[config.mk]
export PLATFORM = sky130hd
export DESIGN_NAME = inst_exec_pipe
export DESIGN_NICKNAME = d
export VERILOG_FILES = /design/src/rtl/inst_pkg.sv /design/src/rtl/inst_alu.sv /design/src/rtl/inst_exec_pipe.sv
export SDC_FILE = /design/constraint.sdc
export NUM_CORES = 2
export LEC_CHECK = 0
export BUFFER_PORTS_ARGS = -buffer_cell sky130_fd_sc_hd__buf_2
export CAP_MARGIN = 5
export CORE_AREA = 5 5 334 336
export DETAILED_ROUTE_END_ITERATION = 10
export DIE_AREA = 0 0 339 341
export GPL_ROUTABILITY_DRIVEN = 1
export PLACE_DENSITY = 0.76
export SYNTH_ARGS = -nofsm -noshare
export SYNTH_HDL_FRONTEND = slang
export SYNTH_SLANG_ARGS = --single-unit
[constraint.sdc]
create_clock -name clk -period 8.7 [get_ports clk]
set_input_delay 0.87 -clock clk [delete_from_list [all_inputs] [get_ports clk]]
set_output_delay 0.87 -clock clk [all_outputs]
set_load 0.03 [all_outputs]
[src/rtl/inst_pkg.sv]
// Shared encodings and instruction field layout for the pipelined executor.
// Instruction layout, MSB first: {op[1:0], rd, alu_op[2:0], rs1, rs2}.
package inst_pkg;

  localparam logic [1:0] OP_NOP   = 2'b00;
  localparam logic [1:0] OP_ALU   = 2'b01;
  localparam logic [1:0] OP_LOADI = 2'b10;
  localparam logic [1:0] OP_ILL   = 2'b11;

  localparam logic [2:0] ALU_ADD = 3'd0;
  localparam logic [2:0] ALU_SUB = 3'd1;
  localparam logic [2:0] ALU_AND = 3'd2;
  localparam logic [2:0] ALU_OR  = 3'd3;
  localparam logic [2:0] ALU_XOR = 3'd4;
  localparam logic [2:0] ALU_SLL = 3'd5;
  localparam logic [2:0] ALU_SRL = 3'd6;
  localparam logic [2:0] ALU_SLT = 3'd7;

  function automatic int inst_width(input int reg_aw);
    return 2 + 3 * reg_aw + 3;
  endfunction

  function automatic int op_lsb(input int reg_aw);
    return 3 * reg_aw + 3;
  endfunction

  function automatic int rd_lsb(input int reg_aw);
    return 2 * reg_aw + 3;
  endfunction

  function automatic int aluop_lsb(input int reg_aw);
    return 2 * reg_aw;
  endfunction

  function automatic int rs1_lsb(input int reg_aw);
    return reg_aw;
  endfunction

endpackage

[src/rtl/inst_alu.sv]
// Combinational ALU: eight operations, signed-overflow flag for ADD/SUB only.
module inst_alu
  import inst_pkg::*;
#(
  parameter int DATA_W = 32
) (
  input  logic [DATA_W-1:0] a,
  input  logic [DATA_W-1:0] b,
  input  logic [2:0]        alu_op,
  output logic [DATA_W-1:0] result,
  output logic              ovf
);

  localparam int SH_W = $clog2(DATA_W);

  logic [DATA_W-1:0] w_sum;
  logic [DATA_W-1:0] w_diff;
  logic [SH_W-1:0]   w_shamt;

  assign w_sum   = a + b;
  assign w_diff  = a - b;
  assign w_shamt = b[SH_W-1:0];

  always_comb begin
    result = '0;
    ovf    = 1'b0;
    case (alu_op)
      ALU_ADD: begin
        result = w_sum;
        ovf    = (a[DATA_W-1] == b[DATA_W-1]) && (w_sum[DATA_W-1] != a[DATA_W-1]);
      end
      ALU_SUB: begin
        result = w_diff;
        ovf    = (a[DATA_W-1] != b[DATA_W-1]) && (w_diff[DATA_W-1] != a[DATA_W-1]);
      end
      ALU_AND: result = a & b;
      ALU_OR:  result = a | b;
      ALU_XOR: result = a ^ b;
      ALU_SLL: result = a << w_shamt;
      ALU_SRL: result = a >> w_shamt;
      ALU_SLT: result = {{(DATA_W-1){1'b0}}, ($signed(a) < $signed(b))};
      default: ;
    endcase
  end

endmodule

[src/rtl/inst_exec_pipe.sv]
// Two-stage instruction executor: S1 holds the instruction, S2 the result.
// The register file is written on the S1->S2 edge, so dependent instructions never stall.
module inst_exec_pipe
  import inst_pkg::*;
#(
  parameter  int DATA_W = 32,
  parameter  int REG_AW = 5,
  parameter  int CNT_W  = 16,
  localparam int INST_W = inst_width(REG_AW)
) (
  input  logic              clk,
  input  logic              rst,
  input  logic              in_valid,
  output logic              in_ready,
  input  logic [INST_W-1:0] instruccion,
  output logic              out_valid,
  input  logic              out_ready,
  output logic [DATA_W-1:0] ALU_Result,
  output logic [REG_AW-1:0] out_rd,
  output logic              out_zero,
  output logic              out_ovf,
  output logic              out_illegal,
  output logic [CNT_W-1:0]  retired_cnt,
  output logic [CNT_W-1:0]  illegal_cnt
);

  localparam int NREG   = 2 ** REG_AW;
  localparam int IMM_W  = 2 * REG_AW;
  localparam int OP_L   = op_lsb(REG_AW);
  localparam int RD_L   = rd_lsb(REG_AW);
  localparam int AOP_L  = aluop_lsb(REG_AW);
  localparam int RS1_L  = rs1_lsb(REG_AW);

  logic              r_s1_valid;
  logic [INST_W-1:0] r_s1_inst;
  logic [DATA_W-1:0] r_regs [NREG];
  logic              r_out_valid;
  logic [DATA_W-1:0] r_result;
  logic [REG_AW-1:0] r_rd;
  logic              r_zero;
  logic              r_ovf;
  logic              r_illegal;
  logic [CNT_W-1:0]  r_retired;
  logic [CNT_W-1:0]  r_illegal_cnt;

  logic [1:0]        w_op;
  logic [REG_AW-1:0] w_rd;
  logic [2:0]        w_alu_op;
  logic [REG_AW-1:0] w_rs1;
  logic [REG_AW-1:0] w_rs2;
  logic [IMM_W-1:0]  w_imm;
  logic [DATA_W-1:0] w_rs1_val;
  logic [DATA_W-1:0] w_rs2_val;
  logic [DATA_W-1:0] w_alu_res;
  logic              w_alu_ovf;
  logic [DATA_W-1:0] w_result;
  logic              w_ovf;
  logic              w_s2_adv;
  logic              w_s1_adv;
  logic              w_s1_load;
  logic              w_wr_en;
  logic              w_hand;

  assign w_op     = r_s1_inst[OP_L +: 2];
  assign w_rd     = r_s1_inst[RD_L +: REG_AW];
  assign w_alu_op = r_s1_inst[AOP_L +: 3];
  assign w_rs1    = r_s1_inst[RS1_L +: REG_AW];
  assign w_rs2    = r_s1_inst[REG_AW-1:0];
  assign w_imm    = r_s1_inst[IMM_W-1:0];

  assign w_rs1_val = (w_rs1 == '0) ? '0 : r_regs[w_rs1];
  assign w_rs2_val = (w_rs2 == '0) ? '0 : r_regs[w_rs2];

  inst_alu #(.DATA_W(DATA_W)) u_alu (
    .a      (w_rs1_val),
    .b      (w_rs2_val),
    .alu_op (w_alu_op),
    .result (w_alu_res),
    .ovf    (w_alu_ovf)
  );

  always_comb begin
    w_result = '0;
    w_ovf    = 1'b0;
    case (w_op)
      OP_ALU: begin
        w_result = w_alu_res;
        w_ovf    = w_alu_ovf;
      end
      OP_LOADI: w_result = DATA_W'(w_imm);
      default: ;
    endcase
  end

  assign w_s2_adv  = !r_out_valid || out_ready;
  assign w_s1_adv  = r_s1_valid && w_s2_adv;
  assign in_ready  = !rst && (!r_s1_valid || w_s2_adv);
  assign w_s1_load = in_valid && in_ready;
  assign w_hand    = r_out_valid && out_ready;
  // Writeback is tied to the S1->S2 move, so a stalled S2 also blocks the write.
  assign w_wr_en   = w_s1_adv && ((w_op == OP_ALU) || (w_op == OP_LOADI)) && (w_rd != '0);

  always_ff @(posedge clk) begin
    if (rst) begin
      for (int i = 0; i < NREG; i++) r_regs[i] <= '0;
    end else if (w_wr_en) begin
      r_regs[w_rd] <= w_result;
    end
  end

  always_ff @(posedge clk) begin
    if (rst) begin
      r_s1_valid    <= 1'b0;
      r_s1_inst     <= '0;
      r_out_valid   <= 1'b0;
      r_result      <= '0;
      r_rd          <= '0;
      r_zero        <= 1'b0;
      r_ovf         <= 1'b0;
      r_illegal     <= 1'b0;
      r_retired     <= '0;
      r_illegal_cnt <= '0;
    end else begin
      if (w_s1_load) begin
        r_s1_valid <= 1'b1;
        r_s1_inst  <= instruccion;
      end else if (w_s1_adv) begin
        r_s1_valid <= 1'b0;
      end
      if (w_s2_adv) begin
        r_out_valid <= r_s1_valid;
        if (r_s1_valid) begin
          r_result  <= w_result;
          r_rd      <= w_rd;
          r_zero    <= (w_result == '0);
          r_ovf     <= w_ovf;
          r_illegal <= (w_op == OP_ILL);
        end
      end
      if (w_hand) begin
        if (r_retired != {CNT_W{1'b1}}) r_retired <= r_retired + CNT_W'(1);
        if (r_illegal && (r_illegal_cnt != {CNT_W{1'b1}}))
          r_illegal_cnt <= r_illegal_cnt + CNT_W'(1);
      end
    end
  end

  assign out_valid   = r_out_valid;
  assign ALU_Result  = r_result;
  assign out_rd      = r_rd;
  assign out_zero    = r_zero;
  assign out_ovf     = r_ovf;
  assign out_illegal = r_illegal;
  assign retired_cnt = r_retired;
  assign illegal_cnt = r_illegal_cnt;

endmodule

# ---- Word level (Yosys, flattened, before mapping)
# Memories as Yosys holds them, arrays and structs flattened. A register that Yosys moved wholly into a read port is not among the register bits.
# Index checks and enable logic that the tools add are counted.
dict set report totals {
  input_bits 24
  ram_bits 1024
  ff_bits 94
  memories 1
}
# memory words word_bits rd rd_ports_with_merged_regs write_ports line_no
set memory_table {}
lappend memory_table {r_regs 32 32 2 2 32 inst_exec_pipe.sv:36} ;# logic [DATA_W-1:0] r_regs [NREG];
dict set report classes {
  n_eq_ne 16
  n_mux 20
  magnitude_cmp 1
  shift 2
  bitwise 3
  reduce_logical 25
  addsub 4
}
# cell n
set op_table {}
lappend op_table {{$pmux 32 s8} 1}
lappend op_table {{$mux 32} 3}
lappend op_table {{$pmux 32 s2} 1}
lappend op_table {{$add 16x1->16 const B} 2}
lappend op_table {{$add 32x32->32} 1}
lappend op_table {{$and 32x32->32} 1}
lappend op_table {{$logic_not 32->1} 1}
lappend op_table {{$lt 32x32->1} 1}
lappend op_table {{$ne 16x16->1 const B} 2}
lappend op_table {{$or 32x32->32} 1}
lappend op_table {{$reduce_or 32->1} 1}
lappend op_table {{$shl 32x5->32} 1}
lappend op_table {{$shr 32x5->32} 1}
lappend op_table {{$sub 32x32->32} 1}
lappend op_table {{$xor 32x32->32} 1}
lappend op_table {{$mux 5} 5}
lappend op_table {{$eq 3x3->1 const B} 4}
lappend op_table {{$logic_not 5->1} 2}
lappend op_table {{$logic_and 1x1->1} 9}
lappend op_table {{$mux 1} 9}
lappend op_table {{$eq 3x2->1 const B} 2}
lappend op_table {{$reduce_and 2->1} 3}
lappend op_table {{$reduce_bool 5->1} 1}
lappend op_table {{$eq 2x2->1 const B} 2}
lappend op_table {{other kinds (9)} 15}

# ---- Depth between registers and ports, before layout
dict set report logic_depth {
  ltp_word 10
  mapped_depth 29
}

# ---- Modules after synthesis
# From an unflattened synthesis, not the netlist that was laid out.
dict set report unflattened {
  hier_cells 5267
  hier_area_um2 64848.4
}
# module cells_each n_inst area_per_inst_um2
set by_module_without_submodules {}
lappend by_module_without_submodules {inst_exec_pipe 4002 1 56447.9}
lappend by_module_without_submodules {inst_alu 1265 1 8400.6}

# ---- Least setup slack after synthesis
# No wires, ideal clock.
dict set report synth_path {
  kind {register -> register}
  startpoint {reg with a tool-made name}
  endpoint {mem r_regs[10][30], data pin}
  t_arrival_ns 6.896
  path_slack_ns 1.538
  setup_time_ns 0.266
  period_less_slack_ns 7.162
  stages_incl_launch_ff 28
  cell_sequence {dfxtp_1 -> buf_6 -> buf_6 -> clkbuf_1 -> clkbuf_1 -> clkbuf_1 -> buf_1 -> mux4_2 -> mux4_2 -> nand2_1 -> a21oi_1 -> ha_1 -> clkbuf_1 -> a21o_1 -> o21bai_1 -> a311o_1 -> and2_1 -> a2111oi_0 -> o21ai_1 -> o31ai_1 -> o41ai_1 -> o41ai_1 -> o21bai_1 -> a221oi_1 -> xnor2_1 -> a211o_1 -> clkbuf_1 -> nor2_1}
}
# element line_no
set synth_rtl {}
lappend synth_rtl {{to (decl)} inst_exec_pipe.sv:36}

==> reports/qor.yml <==
synth_cells: 5218
critPathCaptureType: "register"
synth-edff-count: 1024
worstPathArrival_ns: 8.44
drt_wl_total_um: 253000
drive_above_1_share_pct: 22.5
cellLeakagePower_nw: 24.0
worst-setup-path-type: "register to register"
crit_fanout: 23
seq_area_frac_synth_pct: 50.9
placed_area_sq_um: 66900
postCtsHoldBufs: 0
final_common_cell: "nor2_1"
relSlewSlack_pct: 8.95
antenna_found_initial: 14
tritoncts: "built"
skew_ns: 0.0722
max-cap-violations: 0
via_per_inst: 7.47
num_rows: 121
rsz0062_at_grt: "no"
setup_viol: 0
dieWidth_um: 339
final_nets: 5336
cts-htree-levels: 3
fillers: 7664
core_sq_um: 108000
port_buffers: 97
numCtsBuffers: 114
ys_ff_latch: 1128
worstSetupStartpointType: "register"
clk-insertion-delay-late_ns: 0.77
syn2layout_area_growth_pct: 9.89
layout_worst_path_cycle_share_pct: 91.6
outcome: "finished, final reports clean"
synth-async-reset-ratio_pct: 0
period_minus_slack_ns: 7.97
vias: 50300
post_cts_buffers: 0
fin_tns_setup_ns: 0
initial_core_util_pct: 59.5
cts_buffer_depth: 3
fp.dieH_um: 341
worst_pin_slew_ns: 1.36
slew_viol_final: 0
io_pins: 98
place.gp.congestion: 1.04
cts_resized: 0
path_clk_slew_ns: 0.06
grt_max_degree: 110
ys_types: 95
peakVddDrop_mv: 0.182
avgSynthCellArea_sq_um: 12.3
hp-class: "primary input to register"
drc: 0
drtIter0Drc: 8568
hold_viol: 0
required_ns: 9.17
multi_input_area_sq_um: 29500
gr-total-overflow: 0
yosys_warnings: 0
register_area_sq_um: 32900
drt_first_pass_iters: 8
cts-root-buf: "clkbuf_16"
fmax_mhz: 125
ant_nets: 0
powerDensity_nw_per_um2: 217
grt_pass1_vias: 49000
final_cell_mix: "nor2_1, edfxtp_1, mux4_2, nand2_1, buf_4"
total_power_mw: 15.3
netlist_area_sq_um: 64400
routedWlPerCell_um: 37.6
grt_first_pass_wirelength_um: 355000
grtUsageTotal_pct: 43.2
dieArea_sq_um: 116000
synth_ff_type: "edfxtp_1"
hpwl_um: 158000
cts_sinks: 1128
stdcell_area_sq_um: 70800
==> cells in the mapped netlist (8+ instances only) <==
master     instances  area, sq um
o22ai_1           75          469
nor3_1            36          180
xnor2_1           46          403
o21ai_0           80          400
edfxtp_1        1024        30700
or2_2              8         50.1
a31oi_1           20          125
mux4_2           556        12500
ha_1             102         1280
nand4_1           27          169
o211ai_1          28          210
nand3b_1          21          158
a211oi_1          64          480
mux2i_1          214         2140
inv_2             20         75.1
o2111ai_1          8         70.1
buf_4             19          143
a211o_1           10         87.6
o21ai_1           22          110
mux2_2            13          146
buf_1             51          191
nor2_1          1243         4670
buf_2             62          310
a21oi_1          195          976
nand2_1          302         1130
clkbuf_1         337         1260
and2_1             8         50.1
a2111oi_0          8         70.1
a221oi_1          12          105
o21bai_1          15          113
xor2_1            27          236
inv_1             82          308
nor2b_1           21          131
o21a_1            39          293
a21o_1            12         90.1
nand2b_1          53          332
buf_6             17          191
a22oi_1           29          218
o221ai_1          24          210
nand3_1           33          165
or3_1             18          113
dfxtp_1          104         2080
and3_1            13         81.3
==> worst max-delay path: stages, from the launching register on <==
cell and delay [ns]:
dfxtp_4 0.71, or3b_1 0.81, o22ai_1 0.34, a211oi_1 0.14, o21ai_1 0.27, inv_1 0.14
ha_1 0.37, fa_1 0.52, a21oi_1 0.21, o311ai_1 0.19, a311o_1 0.42, and2_1 0.17
a2111oi_0 0.74, o21ai_1 0.37, o31ai_1 0.30, buf_4 0.18, o41ai_1 0.10, o41ai_1 0.28
o21bai_1 0.15, xor2_1 0.16, a211o_1 0.60, buf_4 0.36, nor2_1 0.09
==> cell families after synthesis <==
| group | count (synthesis) | synth area share [%] |
|---|---|---|
| buf+inv | 592 | 3.88 |
| flops | 1128 | 50.9 |
| compound gates | 718 | 7.45 |
| fa+ha+maj | 105 | 2.06 |
| xor+xnor | 73 | 0.992 |
| simple gates | 1812 | 11.6 |
| mux | 789 | 23.1 |
| other cells | 1 | 0.00582 |
==> state kept, by name, summed over array words and instances (netlist names), named ones only <==
| signal | cells |
|---|---|
| out_rd | 5 |
| out_illegal | 1 |
| out_zero | 1 |
| out_valid | 1 |
| out_ovf | 1 |
| r_s1_inst | 20 |
| r_s1_valid | 1 |
| illegal_cnt | 16 |
| r_regs | 1024 |
| retired_cnt | 16 |
| ALU_Result | 32 |
==> path summary, 6_finish.rpt <==
check,cells past startpoint,start,endpoint,slack (ns)
max,22,register,r_regs[22][28],0.73
min,3,instruccion[11],r_s1_inst[11],0.30
max reg2reg,22,register,r_regs[22][28],0.73
min reg2reg,2,out_rd[1],out_rd[1],0.46
==> routing by layer <==
| layer | share of wire, % | up-vias | track usage (%) |
|---|---|---|---|
| met5 | 0.015 | - | 0 |
| met4 | 10 | 6 | 33.9 |
| met3 | 16 | 1202 | 16.9 |
| met2 | 43 | 4917 | 63.3 |
| met1 | 31 | 24500 | 51.4 |
| li1 | - | 19600 | - |
==> power breakdown <==
group | switching (mW) | total (mW) | internal (mW)
Combinational | 2.66 | 4.02 | 1.35
Sequential | 0.159 | 6.24 | 6.09
Clock | 2.19 | 5.08 | 2.89
Total | 5.01 | 15.3 | 10.3
==> per-stage QoR <==
step	std cells	util, %	worst slack (ns)	hold WS [ns]
after global placement	6506	61.8	1.15	0.444
final	6729	65.4	0.728	0.305
after floorplan	5249	-	1.54	0.458
after global routing	6724	65.4	0.578	0.312
after CTS	6722	65.4	1.12	0.292
after detailed placement	6506	61.8	1.12	0.454
==> cell type report <==
class | instances | share of cell area, %
Clock inverter | 66 | 1.07
Tap cell | 1414 | 2.50
Clock buffer | 150 | 4.36
Sequential cell | 1128 | 46.4
Inverter | 105 | 0.565
Timing Repair Buffer | 330 | 3.41
Antenna cell | 7 | 0.0247
Multi-Input combinational cell | 3529 | 41.7
No activity file was read; power rests on OpenSTA's default activity.
